===== config.mk =====
export PLATFORM = sky130hd
export DESIGN_NAME = mul_div_unit_flat
export DESIGN_NICKNAME = d
export VERILOG_FILES = /design/src/rtl/mul_div_unit_pkg.sv /design/src/rtl/mul_div_unit_if.sv /design/src/rtl/mul_div_unit.sv /design/src/flat_wrapper.sv
export SDC_FILE = /design/constraint.sdc
export NUM_CORES = 1
export LEC_CHECK = 0
export ABC_AREA = 1
export BUFFER_PORTS_ARGS = -buffer_cell sky130_fd_sc_hd__clkbuf_2
export CORE_ASPECT_RATIO = 0.8
export CORE_MARGIN = 3
export CORE_UTILIZATION = 40
export DETAILED_ROUTE_END_ITERATION = 7
export PLACE_DENSITY = 0.7
export SYNTH_ARGS = -nofsm -noshare
export SYNTH_HDL_FRONTEND = slang
export SYNTH_SLANG_ARGS = --single-unit

===== constraint.sdc =====
create_clock -name clk -period 2.5 [get_ports clk]
set_input_delay 0.125 -clock clk [delete_from_list [all_inputs] [get_ports clk]]
set_output_delay 0.125 -clock clk [all_outputs]
set_load 0.01 [all_outputs]

===== src/rtl/mul_div_unit_pkg.sv =====
// mdu_pkg: shared definitions for the iterative multiply/divide unit.
//   mdu_op_e    - operation select driven by the core (MULT/MULTU/DIV/DIVU)
//   mdu_state_e - sequencer states (IDLE, CALC, SIGN)
//   is_div      - op selects a divide
//   is_signed   - op treats its operands as two's complement
package mdu_pkg;

  typedef enum logic [1:0] {
    MDU_MULT  = 2'b00,
    MDU_MULTU = 2'b01,
    MDU_DIV   = 2'b10,
    MDU_DIVU  = 2'b11
  } mdu_op_e;

  typedef enum logic [1:0] {
    IDLE = 2'b00,
    CALC = 2'b01,
    SIGN = 2'b10
  } mdu_state_e;

  function automatic logic is_div(input mdu_op_e op);
    return op[1];
  endfunction

  function automatic logic is_signed(input mdu_op_e op);
    return ~op[0];
  endfunction

endpackage


===== src/rtl/mul_div_unit_if.sv =====
// mul_div_unit_if: core <-> multiply/divide unit connection.
//   start/op/a/b  - operation issue (sampled by the unit only in IDLE)
//   hi_we/lo_we   - MTHI/MTLO strobes, wdata is the value written
//   busy/done     - operation in progress / one-cycle completion pulse
//   hi/lo         - architectural HI/LO registers
// master: core side, slave: the unit.
interface mul_div_unit_if #(
  parameter int WIDTH = 32
);

  logic                 start;
  mdu_pkg::mdu_op_e     op;
  logic [WIDTH-1:0]     a;
  logic [WIDTH-1:0]     b;
  logic                 hi_we;
  logic                 lo_we;
  logic [WIDTH-1:0]     wdata;
  logic                 busy;
  logic                 done;
  logic [WIDTH-1:0]     hi;
  logic [WIDTH-1:0]     lo;

  modport master (
    output start, op, a, b, hi_we, lo_we, wdata,
    input  busy, done, hi, lo
  );

  modport slave (
    input  start, op, a, b, hi_we, lo_we, wdata,
    output busy, done, hi, lo
  );

endinterface


===== src/rtl/mul_div_unit.sv =====
// mul_div_unit: iterative MULT/MULTU/DIV/DIVU engine owning the HI/LO pair.
// One result bit per cycle; latency WIDTH+2 cycles from the start edge to done.
// Ports:
//   clk  - rising-edge clock
//   rst  - asynchronous active-high reset (aborts any operation, clears HI/LO)
//   bus  - mul_div_unit_if.slave: start/op/a/b issue, hi_we/lo_we/wdata writes,
//          busy/done status, hi/lo registers (all outputs come from flops)
// Operands are reduced to magnitudes at issue, the unsigned core runs for
// WIDTH cycles, and the SIGN cycle restores result signs and writes HI/LO.
module mul_div_unit
  import mdu_pkg::*;
#(
  parameter int WIDTH = 32
) (
  input  logic          clk,
  input  logic          rst,
  mul_div_unit_if.slave bus
);

  localparam int             CW   = $clog2(WIDTH) + 1;
  localparam logic [CW-1:0]  LAST = CW'(WIDTH - 1);

  // Absolute value for signed ops; unsigned ops pass through untouched.
  // The most-negative value maps onto itself, which is the correct unsigned
  // magnitude 2^(WIDTH-1).
  function automatic logic [WIDTH-1:0] magnitude(input logic signed [WIDTH-1:0] v,
                                                 input logic                    use_sign);
    logic [WIDTH-1:0] r;
    if (use_sign && (v < 0)) r = -v;
    else                     r = v;
    return r;
  endfunction

  function automatic logic [WIDTH-1:0] cneg_w(input logic [WIDTH-1:0] v, input logic neg);
    return neg ? (~v + 1'b1) : v;
  endfunction

  function automatic logic [2*WIDTH-1:0] cneg_2w(input logic [2*WIDTH-1:0] v, input logic neg);
    return neg ? (~v + 1'b1) : v;
  endfunction

  // control state
  mdu_state_e        state_q, state_d;
  logic [CW-1:0]     cnt_q, cnt_d;
  logic              busy_q;
  logic              done_q;
  logic [WIDTH-1:0]  hi_q, hi_d;
  logic [WIDTH-1:0]  lo_q, lo_d;
  logic              load;
  logic              step;
  logic              finish;

  // datapath state (no reset: only meaningful between load and finish)
  mdu_op_e             op_q;
  logic [2*WIDTH-1:0]  acc_q;
  logic [WIDTH-1:0]    opnd_q;
  logic                neg_q;
  logic                neg_rem_q;
  logic                div0_q;

  // issue-time operand conditioning
  logic signed [WIDTH-1:0] a_s;
  logic signed [WIDTH-1:0] b_s;
  logic                    sgn_op;
  logic                    sa;
  logic                    sb;
  logic [WIDTH-1:0]        mag_a;
  logic [WIDTH-1:0]        mag_b;

  assign a_s    = bus.a;
  assign b_s    = bus.b;
  assign sgn_op = is_signed(bus.op);
  assign sa     = sgn_op && (a_s < 0);
  assign sb     = sgn_op && (b_s < 0);
  assign mag_a  = magnitude(a_s, sgn_op);
  assign mag_b  = magnitude(b_s, sgn_op);

  // One multiply iteration: acc = {partial product, remaining multiplier bits}.
  // When the multiplier LSB is set, add the multiplicand into the upper half,
  // then shift the whole accumulator right, keeping the carry.
  logic [WIDTH:0]      mul_sum;
  logic [2*WIDTH-1:0]  acc_mul;

  assign mul_sum = {1'b0, acc_q[2*WIDTH-1:WIDTH]} + {1'b0, opnd_q};
  assign acc_mul = acc_q[0] ? {mul_sum, acc_q[WIDTH-1:1]}
                            : {1'b0, acc_q[2*WIDTH-1:1]};

  // One restoring-divide iteration: acc = {remainder, dividend/quotient}.
  // The partial remainder is the WIDTH+1-bit window after shifting in the next
  // dividend bit; a non-negative trial subtraction sets the quotient bit.
  logic [WIDTH:0]      div_shift;
  logic [WIDTH+1:0]    div_diff;
  logic [2*WIDTH-1:0]  acc_div;

  assign div_shift = acc_q[2*WIDTH-1:WIDTH-1];
  assign div_diff  = {1'b0, div_shift} - {2'b00, opnd_q};
  assign acc_div   = div_diff[WIDTH+1] ? {acc_q[2*WIDTH-2:0], 1'b0}
                                       : {div_diff[WIDTH-1:0], acc_q[WIDTH-2:0], 1'b1};

  // Sign restoration. A zero divisor forces the quotient to all ones; the
  // remainder path already yields the original dividend in that case.
  logic [2*WIDTH-1:0] prod;
  logic [WIDTH-1:0]   quo;
  logic [WIDTH-1:0]   rem;
  logic [WIDTH-1:0]   res_hi;
  logic [WIDTH-1:0]   res_lo;

  assign prod   = cneg_2w(acc_q, neg_q);
  assign quo    = div0_q ? {WIDTH{1'b1}} : cneg_w(acc_q[WIDTH-1:0], neg_q);
  assign rem    = cneg_w(acc_q[2*WIDTH-1:WIDTH], neg_rem_q);
  assign res_hi = is_div(op_q) ? rem : prod[2*WIDTH-1:WIDTH];
  assign res_lo = is_div(op_q) ? quo : prod[WIDTH-1:0];

  // sequencer next state
  always_comb begin
    state_d = state_q;
    cnt_d   = cnt_q;
    load    = 1'b0;
    step    = 1'b0;
    finish  = 1'b0;
    unique case (state_q)
      IDLE: begin
        if (bus.start) begin
          state_d = CALC;
          cnt_d   = '0;
          load    = 1'b1;
        end
      end
      CALC: begin
        step  = 1'b1;
        cnt_d = cnt_q + CW'(1);
        if (cnt_q == LAST) state_d = SIGN;
      end
      SIGN: begin
        finish  = 1'b1;
        state_d = IDLE;
      end
      default: state_d = IDLE;
    endcase
  end

  // HI/LO next value: result at SIGN exit, MTHI/MTLO only in IDLE without start
  always_comb begin
    hi_d = hi_q;
    lo_d = lo_q;
    if (finish) begin
      hi_d = res_hi;
      lo_d = res_lo;
    end else if ((state_q == IDLE) && !bus.start) begin
      if (bus.hi_we) hi_d = bus.wdata;
      if (bus.lo_we) lo_d = bus.wdata;
    end
  end

  always_ff @(posedge clk or posedge rst) begin
    if (rst) begin
      state_q <= IDLE;
      cnt_q   <= '0;
      busy_q  <= 1'b0;
      done_q  <= 1'b0;
      hi_q    <= '0;
      lo_q    <= '0;
    end else begin
      state_q <= state_d;
      cnt_q   <= cnt_d;
      busy_q  <= (state_d != IDLE);
      done_q  <= finish;
      hi_q    <= hi_d;
      lo_q    <= lo_d;
    end
  end

  always_ff @(posedge clk) begin
    if (load) begin
      op_q      <= bus.op;
      neg_q     <= sa ^ sb;
      neg_rem_q <= sa;
      div0_q    <= (bus.b == '0);
      if (is_div(bus.op)) begin
        acc_q  <= {{WIDTH{1'b0}}, mag_a};
        opnd_q <= mag_b;
      end else begin
        acc_q  <= {{WIDTH{1'b0}}, mag_b};
        opnd_q <= mag_a;
      end
    end else if (step) begin
      acc_q <= is_div(op_q) ? acc_div : acc_mul;
    end
  end

  assign bus.busy = busy_q;
  assign bus.done = done_q;
  assign bus.hi   = hi_q;
  assign bus.lo   = lo_q;

endmodule


===== src/flat_wrapper.sv =====
// flat-port wrapper written by rule: the top's interface ports become plain ports
module mul_div_unit_flat import mdu_pkg::*;
#(
  parameter int WIDTH = 32
)
  (clk, rst, bus_start, bus_op, bus_a, bus_b, bus_hi_we, bus_lo_we, bus_wdata, bus_busy, bus_done, bus_hi, bus_lo);
  mul_div_unit_if #(.WIDTH(WIDTH)) bus_i ();
  input  logic clk;
  input  logic rst;
  input wire logic [$bits(bus_i.start)-1:0] bus_start;
  input wire logic [$bits(bus_i.op)-1:0] bus_op;
  input wire logic [$bits(bus_i.a)-1:0] bus_a;
  input wire logic [$bits(bus_i.b)-1:0] bus_b;
  input wire logic [$bits(bus_i.hi_we)-1:0] bus_hi_we;
  input wire logic [$bits(bus_i.lo_we)-1:0] bus_lo_we;
  input wire logic [$bits(bus_i.wdata)-1:0] bus_wdata;
  output wire logic [$bits(bus_i.busy)-1:0] bus_busy;
  output wire logic [$bits(bus_i.done)-1:0] bus_done;
  output wire logic [$bits(bus_i.hi)-1:0] bus_hi;
  output wire logic [$bits(bus_i.lo)-1:0] bus_lo;
  assign bus_i.start = bus_start;
  assign bus_i.op = bus_op;
  assign bus_i.a = bus_a;
  assign bus_i.b = bus_b;
  assign bus_i.hi_we = bus_hi_we;
  assign bus_i.lo_we = bus_lo_we;
  assign bus_i.wdata = bus_wdata;
  assign bus_busy = bus_i.busy;
  assign bus_done = bus_i.done;
  assign bus_hi = bus_i.hi;
  assign bus_lo = bus_i.lo;
  mul_div_unit #(.WIDTH(WIDTH)) u_core (.clk(clk), .rst(rst), .bus(bus_i));
endmodule

==> After elaboration in Yosys (flattened, before gate mapping) <==
Cells that the tools add are included.
{ "totals": {"in_bits": 103, "out_inout_bits": 66, "word_cells": 76, "reg_bits": 175} }
{ "op_classes": {"eq_ne": 4, "n_bitwise": 5, "add_sub_neg": 8, "reduce_logical": 15, "mux": 30, "magnitude_cmp": 2} }
{ "ops": {"columns": ["cell", "count"], "rows": [
  ["two-way mux 32 bit", 15],
  ["two-way mux 64 bit", 6],
  ["adder 32 x 1 -> 32 bit (second input constant)", 2],
  ["adder 64 x 1 -> 64 bit (second input constant)", 1],
  ["less-than comparator 32 x 1 -> 1 bit (second input constant)", 2],
  ["negator 32 bit", 2],
  ["inverter 32 bit", 2],
  ["inverter 64 bit", 1],
  ["subtractor 33 x 32 -> 34 bit", 1],
  ["adder 32 x 32 -> 33 bit", 1],
  ["logical NOT 32 bit", 1],
  ["case mux 6 bit (2 select lines)", 1],
  ["nonzero test 2 bit", 6],
  ["adder 6 x 1 -> 6 bit (second input constant)", 1],
  ["== test 6 x 5 -> 1 bit (second input constant)", 1],
  ["two-way mux 6 bit", 1],
  ["AND reduction 2 bit", 3],
  ["two-way mux 1 bit", 4],
  ["two-way mux 2 bit", 2],
  ["case mux 2 bit (2 select lines)", 1],
  ["logical AND 1 bit", 3],
  ["== test 2 x 1 -> 1 bit (second input constant)", 1],
  ["== test 2 bit (second input constant)", 1],
  ["logical NOT 2 bit", 1],
  ["other kinds (4)", 4]
]} }

==> Logic depth before layout (Yosys ltp) <==
Gate-level depths: netlist (run 1).
{ "depth": {"ltp_word": 6, "ltp_mapped": 18, "depth_no_buf": 17} }

==> Worst setup path after synthesis (run 1) <==
OpenSTA, ideal clock, no wires.
{ "synth_path": {"path_type": "register -> register", "start": "register u_core.state_q[1]", "end": "register u_core.acc_q[0], enable pin", "period_less_slack_ns": 2.659, "path_slack_ns": -0.159, "t_required_ns": 2.076, "path_buffers": 0, "arrival_ns": 2.235, "path_stages_with_launch": 4, "path_cell_list": "dfrtp_1 -> nor2_1 -> inv_1 -> nand2_1"} }
{ "synth_via": {"elab_chain_cells": 3} }
{ "synth_rtl": {"columns": ["element", "line", "rtl"], "rows": [
  ["start, declared", "mul_div_unit.sv:43", "mdu_state_e state_q, state_d;"],
  ["start signal, assigned", "mul_div_unit.sv:164", "state_q <= state_d;"],
  ["== test 2 x 1 -> 1 bit / logical NOT 2 bit (equally long branches)", "mul_div_unit.sv:121", "unique case (state_q)"],
  ["two-way mux 1 bit", "mul_div_unit.sv:121", null],
  ["nonzero test 2 bit (no line) *", null, null],
  ["end signal, assigned", "mul_div_unit.sv:180", "acc_q <= {{WIDTH{1'b0}}, mag_a};"],
  ["end signal, assigned", "mul_div_unit.sv:183", "acc_q <= {{WIDTH{1'b0}}, mag_b};"],
  ["end signal, assigned", "mul_div_unit.sv:187", "acc_q <= is_div(op_q) ? acc_div : acc_mul;"],
  ["end, declared", "mul_div_unit.sv:55", "logic [2*WIDTH-1:0] acc_q;"]
]} }
Mark *: on every way between the ends. The rest lies on a longest branch, timed or not.
A chain may end at the register's enable or synchronous reset.

==> Worst setup path in the final report (run 1) <==
{ "layout_path": {"start": "register u_core.opnd_q[11]", "end": "register u_core.acc_q[56], data pin"} }
{ "layout_via": {"elab_chain_cells": 5} }
{ "layout_rtl": {"columns": ["element", "line", "rtl"], "rows": [
  ["start, declared", "mul_div_unit.sv:56", "logic [WIDTH-1:0] opnd_q;"],
  ["start signal, assigned", "mul_div_unit.sv:181", "opnd_q <= mag_b;"],
  ["start signal, assigned", "mul_div_unit.sv:184", "opnd_q <= mag_a;"],
  ["subtractor 33 x 32 -> 34 bit / adder 32 x 32 -> 33 bit (equally long branches)", "mul_div_unit.sv:96, mul_div_unit.sv:84", null],
  ["two-way mux 64 bit, on equally long branches", "mul_div_unit.sv:97, mul_div_unit.sv:85", null],
  ["two-way mux 64 bit *", "mul_div_unit.sv:187", null],
  ["two-way mux 64 bit *", "mul_div_unit.sv:186", "end else if (step) begin"],
  ["two-way mux 64 bit *", "mul_div_unit.sv:174", "if (load) begin"]
]} }
Mark *: on every way between the ends. The rest lies on a longest branch, timed or not. The select of a mux whose other input is x is not followed.

==> results of run 1 <==
-- worst max-delay path, cell delays in order, from the launching register on --
cell      delay [ps]
edfxtp_1         580
ha_4             320
nand2_2          120
inv_1             70
nand2_1           70
nand2_1           60
buf_4            130
and2_1           140
o21bai_1         200
nand3_1          100
nand2_1           60
nand3_1          190
nand2_1          170
a21oi_2           60
-- metal layers --
layer	share of wire [%]	vias up
li1	-	10500
met1	43	10100
met2	40	1353
met3	14	128
met4	2.8	6
met5	0.045	-
-- state kept, by name (all words and copies together), names as in the netlist --
signal	count
u_core.acc_q	64
u_core.bus.hi	32
u_core.bus.lo	32
u_core.opnd_q	32
u_core.cnt_q	6
u_core.state_q	2
u_core.bus.busy	1
u_core.bus.done	1
u_core.div0_q	1
u_core.neg_q	1
u_core.neg_rem_q	1
u_core.op_q	1
-- timing repair --
| action | CTS | global route |
|---|---|---|
| gates resized for setup | 34 | 230 |
| buffers inserted | 3 | 22 |
| cloned | 0 | 2 |
| pin swaps | 2 | 37 |
| hold buffers | 10 | 0 |
| endpoints found under the hold margin | 41 | 0 |
| endpoints found under the setup margin | 24 | 54 |
-- final cells by class --
| class | count | area share [%] |
|---|---|---|
| clock buffers | 18 | 1.87 |
| well taps | 603 | 3.21 |
| inverters | 488 | 7.86 |
| multi-input cells | 2273 | 51.5 |
| flip-flops and latches | 174 | 20.7 |
| diodes | 1 | 0.0107 |
| clock inverters | 14 | 0.602 |
| repair buffers | 467 | 14.3 |
-- worst min path at each step --
stage | startpoint | endpoint | slack, ps | cells past startpoint
finish | bus_wdata[4] | u_core.bus.lo[4]$_DFFE_PP0P_ | 20 | 3
global route | bus_wdata[7] | u_core.bus.hi[7]$_DFFE_PP0P_ | 10 | 3
CTS | bus_wdata[30] | u_core.bus.hi[30]$_DFFE_PP0P_ | 3 | 3
detailed placement | rst | u_core.bus.hi[23]$_DFFE_PP0P_ | 270 | 2
global placement | rst | u_core.bus.hi[21]$_DFFE_PP0P_ | 270 | 2
floorplan | bus_op[1] | u_core.op_q[1]$_DFFE_PP_ | 220 | 0
-- report_power, final --
group / total [uW] / internal [uW] / switching [uW]
Combinational: 20300 / 7880 / 12400
Clock: 2790 / 1360 / 1440
Sequential: 5640 / 4530 / 1110
Total: 28700 / 13800 / 14900
-- layout by cell type (no fill, tap or decap), drive strengths merged, types with 5 or more instances in the layout --
cell type / Yosys / layout
nand2: 999 / 999
inv: 487 / 494
nor2: 302 / 302
nand3: 295 / 295
buf: 36 / 287
clkbuf: 57 / 188
o21ai: 170 / 170
a21oi: 153 / 153
edfxtp: 100 / 100
dfrtp: 74 / 74
xor2: 69 / 69
ha: 69 / 69
nand4: 43 / 43
a2bb2oi: 34 / 34
nor3: 32 / 32
or2: 17 / 17
a21boi: 15 / 15
o211ai: 14 / 14
a31oi: 12 / 12
dlygate4sd3: 0 / 10
o22ai: 7 / 7
nand3b: 6 / 6
o31ai: 6 / 6
o21a: 5 / 5
o21bai: 5 / 5
clkinv: 1 / 5
-- cells by family after synthesis --
kind of cell	Yosys count	share of synthesized area, %
flops	174	26.7
compound gates	426	13.4
simple gates	1703	39.0
buf+inv	581	12.4
xor+xnor	73	3.52
fa+ha+maj	71	4.97
-- through the flow --
step	utilization [%]	setup WS, ps	hold slack, ps	instance area (um2)
floorplan	-	184	224	18200
global placement	48.1	-103	268	21500
detailed placement	48.1	-106	265	21500
CTS	50.1	-7.24	2.58	22400
global route	52.6	-151	12.1	23500
finish	52.6	-30.7	23.5	23500
==> reports/metrics.csv, run 1 <==
metric;value;unit
top cells by area, synth;nand2_1 20%, edfxtp_1 17%, dfrtp_1 10%;
flop2flop setup slack;-30;ps
busiest layer in global routing;met1;
H-tree depth;4;
Max Clk Rate;0.395;GHz
synth warn;0;
Seq. cell area;4850;um2
root buffer cell;clkbuf_16;
worst r2r path cells;13;
Synth Net Count;3202;
DRT antenna net count;0;
routed len/inst;20.4;um
Clock Sinks;174;
CP Data Arrival Time;2750;ps
Setup Viol. Count Final;14;
worst-margin pin slew;1070;ps
failing checks;design-rule violations, negative setup slack;
Seq/Total Area, Yosys;26.7;%
Cells after Synth;3028;
P per Cell Area;1220;nW/um2
Layout Skew;13.9;ps
final period utilization;101;%
sum of negative setup slack;-210;ps
starting density of the core;40.7;%
crit path max fanout;2;
nets;3595;
Routed Wire Length;82200;um
Area Growth Syn to Fin;29.1;%
Final Hold Viols;0;
CTS tree;yes;
type of the worst setup path;flop to flop;
Vias/cell;5.46;
Post-route DRC;1;
Crit. End Element;flop;
port bufs;168;
Post-synth top flop;edfxtp_1;
ys async rst share;42.5;%
global routing met3 resource utilization;10.8;%
Design Power;28700;uW
fillers;4497;
met2 Usage GRT;45.3;%
vias in the first global route;19300;
synthesized area per cell;6.00;um2
initial antenna violation count;6;
VDD IR max;0.739;mV
Synth top cells by count;989 x nand2_1, 479 x inv_1, 292 x nand3_1, 292 x nor2_1, 160 x o21ai_0;
placed wire-length estimate;66000;um
core area;44600;um2
Total GRT Usage;32.6;%
clock-pin transition on the worst setup and hold timing paths;80;ps
area of the multi-input gates;12100;um2
via count;22100;
Die H;197;um
clock buffer depth;2;
Unique masters post-synth;48;
gr ovfl total;0;
Die Footprint;48100;um2
Max Cap Viol;0;
Die Width;244;um
number of synthesized flops with an enable pin;100;
placed cells;3969;
cell type with the largest total area after synthesis;nand2_1;
crit start category;flop;
Final WS setup;-30.7;ps
top-area cell type share of the netlist area;20.4;%
final worst path period need;2530;ps
CP Launch Point;u_core.opnd_q[11]$_DFFE_PP_;
I/O pins;169;
drt initial violations;3243;
first-pass GRT wire length;118000;um
met1 usage;48.0;%
DRT Pass-1 Iters;8;
last element of the critical path;u_core.acc_q[56]$_SDFFCE_PP0P_;
Req. time, crit path;2720;ps
mapped cell area;18200;um2
Reg-to-Reg Start;u_core.opnd_q[11]$_DFFE_PP_;
Worst-Skew Late Latency;480;ps
fraction of layout cells with a size suffix above 1;22.0;%
Worst R2R End;u_core.acc_q[56]$_SDFFCE_PP0P_;
Hold Path Class;input pin to flop;
Layout Cells excl Fill;4038;
largest net degree at the start of global routing;101;
RSZ-0062 raised after global routing;yes;
status;finished, violations left;
Inserted Clock Buffers;17;
most common cell in the synthesized netlist;nand2_1;
Max transition margin;28.7;%
#FFs+latches synth;174;
Max Slew Vio Count;0;
LEAKAGE;0.0122;uW
row count;69;
routability congestion estimate;1.07;
No activity file was read; power rests on OpenSTA's default activity.
==> inputs of run 2 (changes only) <==
--- a/config.mk
+++ b/config.mk
@@ -5,7 +5,6 @@
 export SDC_FILE = /design/constraint.sdc
 export NUM_CORES = 1
 export LEC_CHECK = 0
-export ABC_AREA = 1
 export BUFFER_PORTS_ARGS = -buffer_cell sky130_fd_sc_hd__clkbuf_2
 export CORE_ASPECT_RATIO = 0.8
 export CORE_MARGIN = 3
==> reports/metrics.csv, run 2 <==
metric;value;unit
status;finished, violations left;
failing checks;negative setup slack;
clock buffer depth;2;
Area after DPL;18800;um2
CP Data Arrival Time;3430;ps
core area;36100;um2
worst-margin pin slew;888;ps
Final WS setup;-728;ps
Post-route DRC;0;
final worst path period need;3230;ps
Final Hold Viols;0;
synthesized area per cell;8.59;um2
most frequent cells in the layout;360 x buf_4, 168 x clkbuf_2, 167 x nand2_1;
Reg with most FFs;u_core.acc_q;
Layout Skew;16.8;ps
Seq/Total Area, Yosys;33.0;%
type of the worst setup path;flop to flop;
Reg-to-Reg Start;u_core.acc_q[32]$_SDFFCE_PP0P_;
top-area cell type share of the netlist area;20.4;%
vias in the first global route;15300;
sequential group share of total power;21.5;%
final period utilization;129;%
hold_sp;bus_wdata[10];
Req. time, crit path;2710;ps
Place WS;-689;ps
via count;16200;
Synth Net Count;1885;
ys async rst share;42.5;%
Max Clk Rate;0.310;GHz
Inserted Clock Buffers;17;
VDD IR max;0.580;mV
Max Cap Viol;0;
initial antenna violation count;3;
drt initial violations;1806;
Setup Viol. Count Final;70;
Area Growth Syn to Fin;45.1;%
most common cell after layout, fill and taps aside;buf_4;
Die Footprint;39100;um2
Largest register FFs;64;
Synth top cells by count;175 x nand2_1, 156 x a21oi_1, 132 x o21ai_0;
LEAKAGE;0.00941;uW
CP Launch Point;u_core.acc_q[32]$_SDFFCE_PP0P_;
Cells after Synth;1711;
Die Width;220;um
crit start category;flop;
#FFs+latches synth;174;
Max Slew Vio Count;0;
design area;21300;um2
Sw Share;44.7;%
largest net degree at the start of global routing;60;
most common cell in the synthesized netlist;nand2_1;
routed len/inst;22.1;um
clock-pin transition on the worst setup and hold timing paths;80;ps
port bufs;168;
first-pass GRT wire length;88800;um
Hold Path Class;input pin to flop;
clock share of power;12.5;%
number of synthesized flops with an enable pin;100;
Total GRT Usage;29.6;%
Vias/cell;5.92;
Routed Wire Length;60200;um
gr ovfl total;0;
placed wire-length estimate;45600;um
Post-synth top flop;edfxtp_1;
Int Power;12900;uW
Worst-Skew Late Latency;450;ps
synth warn;0;
routability congestion estimate;0.981;
Unique masters post-synth;81;
Crit. End Element;flop;
combinational share of power;66.0;%
mapped cell area;14700;um2
nets;2406;
I/O pins;169;
DRT Pass-1 Iters;6;
DRT antenna net count;0;
H-tree depth;4;
RSZ-0062 raised after global routing;yes;
crit path max fanout;3;
Die H;177;um
Clock Sinks;174;
top cells by area, synth;edfxtp_1 20%, dfrtp_1 13%, ha_1 5.9%;
row count;62;
Max transition margin;40.6;%
Switch Pwr;10500;uW
root buffer cell;clkbuf_16;
P per Cell Area;1100;nW/um2
fraction of layout cells with a size suffix above 1;37.4;%
cell type with the largest total area after synthesis;edfxtp_1;
starting density of the core;40.7;%
CTS tree;yes;
## run 2: logic make-up after synthesis
group | synth area share, %
compound gates | 22.7
buf+inv | 4.15
mux | 6.30
flops | 33.0
fa+ha+maj | 6.15
xor+xnor | 9.71
simple gates | 17.9
## run 2: power by group through the flow
stage,sequential [uW],combinational [uW],clock (uW)
3_5_place_dp,5030,13000,0
2_1_floorplan,5320,6880,0
6_report,5030,15500,2920
3_3_place_gp,4980,12900,0
5_1_grt,5120,16500,3060
4_1_cts,4980,14000,2930
## run 2: path summary, 6_finish.rpt
check                                                 end  slack, ps  depth (start not counted)
hold reg to reg             u_core.bus.lo[19]$_DFFE_PP0P_        490                          2
hold / removal              u_core.bus.lo[10]$_DFFE_PP0P_          3                          3
max in group asynchronous     u_core.cnt_q[4]$_DFFE_PP0P_       1510                          4
setup / recovery           u_core.acc_q[61]$_SDFFCE_PP0P_       -730                         12
min in group asynchronous   u_core.bus.lo[20]$_DFFE_PP0P_        310                          3
setup reg to reg           u_core.acc_q[61]$_SDFFCE_PP0P_       -730                         12
## run 2: area by class of cell
class,count,area [um2]
inverter,71,267
sequential,174,4850
fill,3063,14700
multi-input combinational,1383,10700
antenna,1,2.50
clock inverter,14,189
tap,480,601
clock buffer,18,450
timing repair buffer,585,4310
## run 2: per-layer routing
| metal | GRT usage [%] | share of wire (%) | vias up |
|---|---|---|---|
| met5 | 0 | 0.022 | - |
| met4 | 8.13 | 2.8 | 2 |
| met3 | 7.53 | 11 | 124 |
| met2 | 43.7 | 43 | 868 |
| met1 | 42.7 | 43 | 7780 |
| li1 | - | - | 7376 |
## run 2: per-stage QoR
stage	total power, uW	util [%]	hold slack (ps)	instances	setup TNS [ps]
final	23400	59.1	2.55	2726	-26610
after global routing	24700	59.1	16.4	2725	-34640
after CTS	21900	56.5	9.00	2703	-16980
after detailed placement	18100	52.2	239	2632	-24540
after global placement	17900	52.2	232	2632	-20150
after floorplan	12200	-	224	1711	-8900
## run 2: timing repair
item | 4_1_cts | 5_1_grt
resized for setup | 129 | 145
setup endpoints to repair | 74 | 83
endpoints found under the hold margin | 44 | 0
setup buffers | 22 | 26
hold buffers | 15 | 0
cloned | 3 | 1
pin swaps | 75 | 109
## run 2: worst max-delay path, cell delays in order, from the launching register on
cell and delay [ps]:
edfxtp_1 430, ha_2 240, fa_2 400, a211oi_2 230, o21a_1 190, a221o_1 190
a21o_1 230, a2111oi_4 130, o41ai_4 350, buf_4 190, o21ai_2 50, mux2i_2 180
o21a_1 190
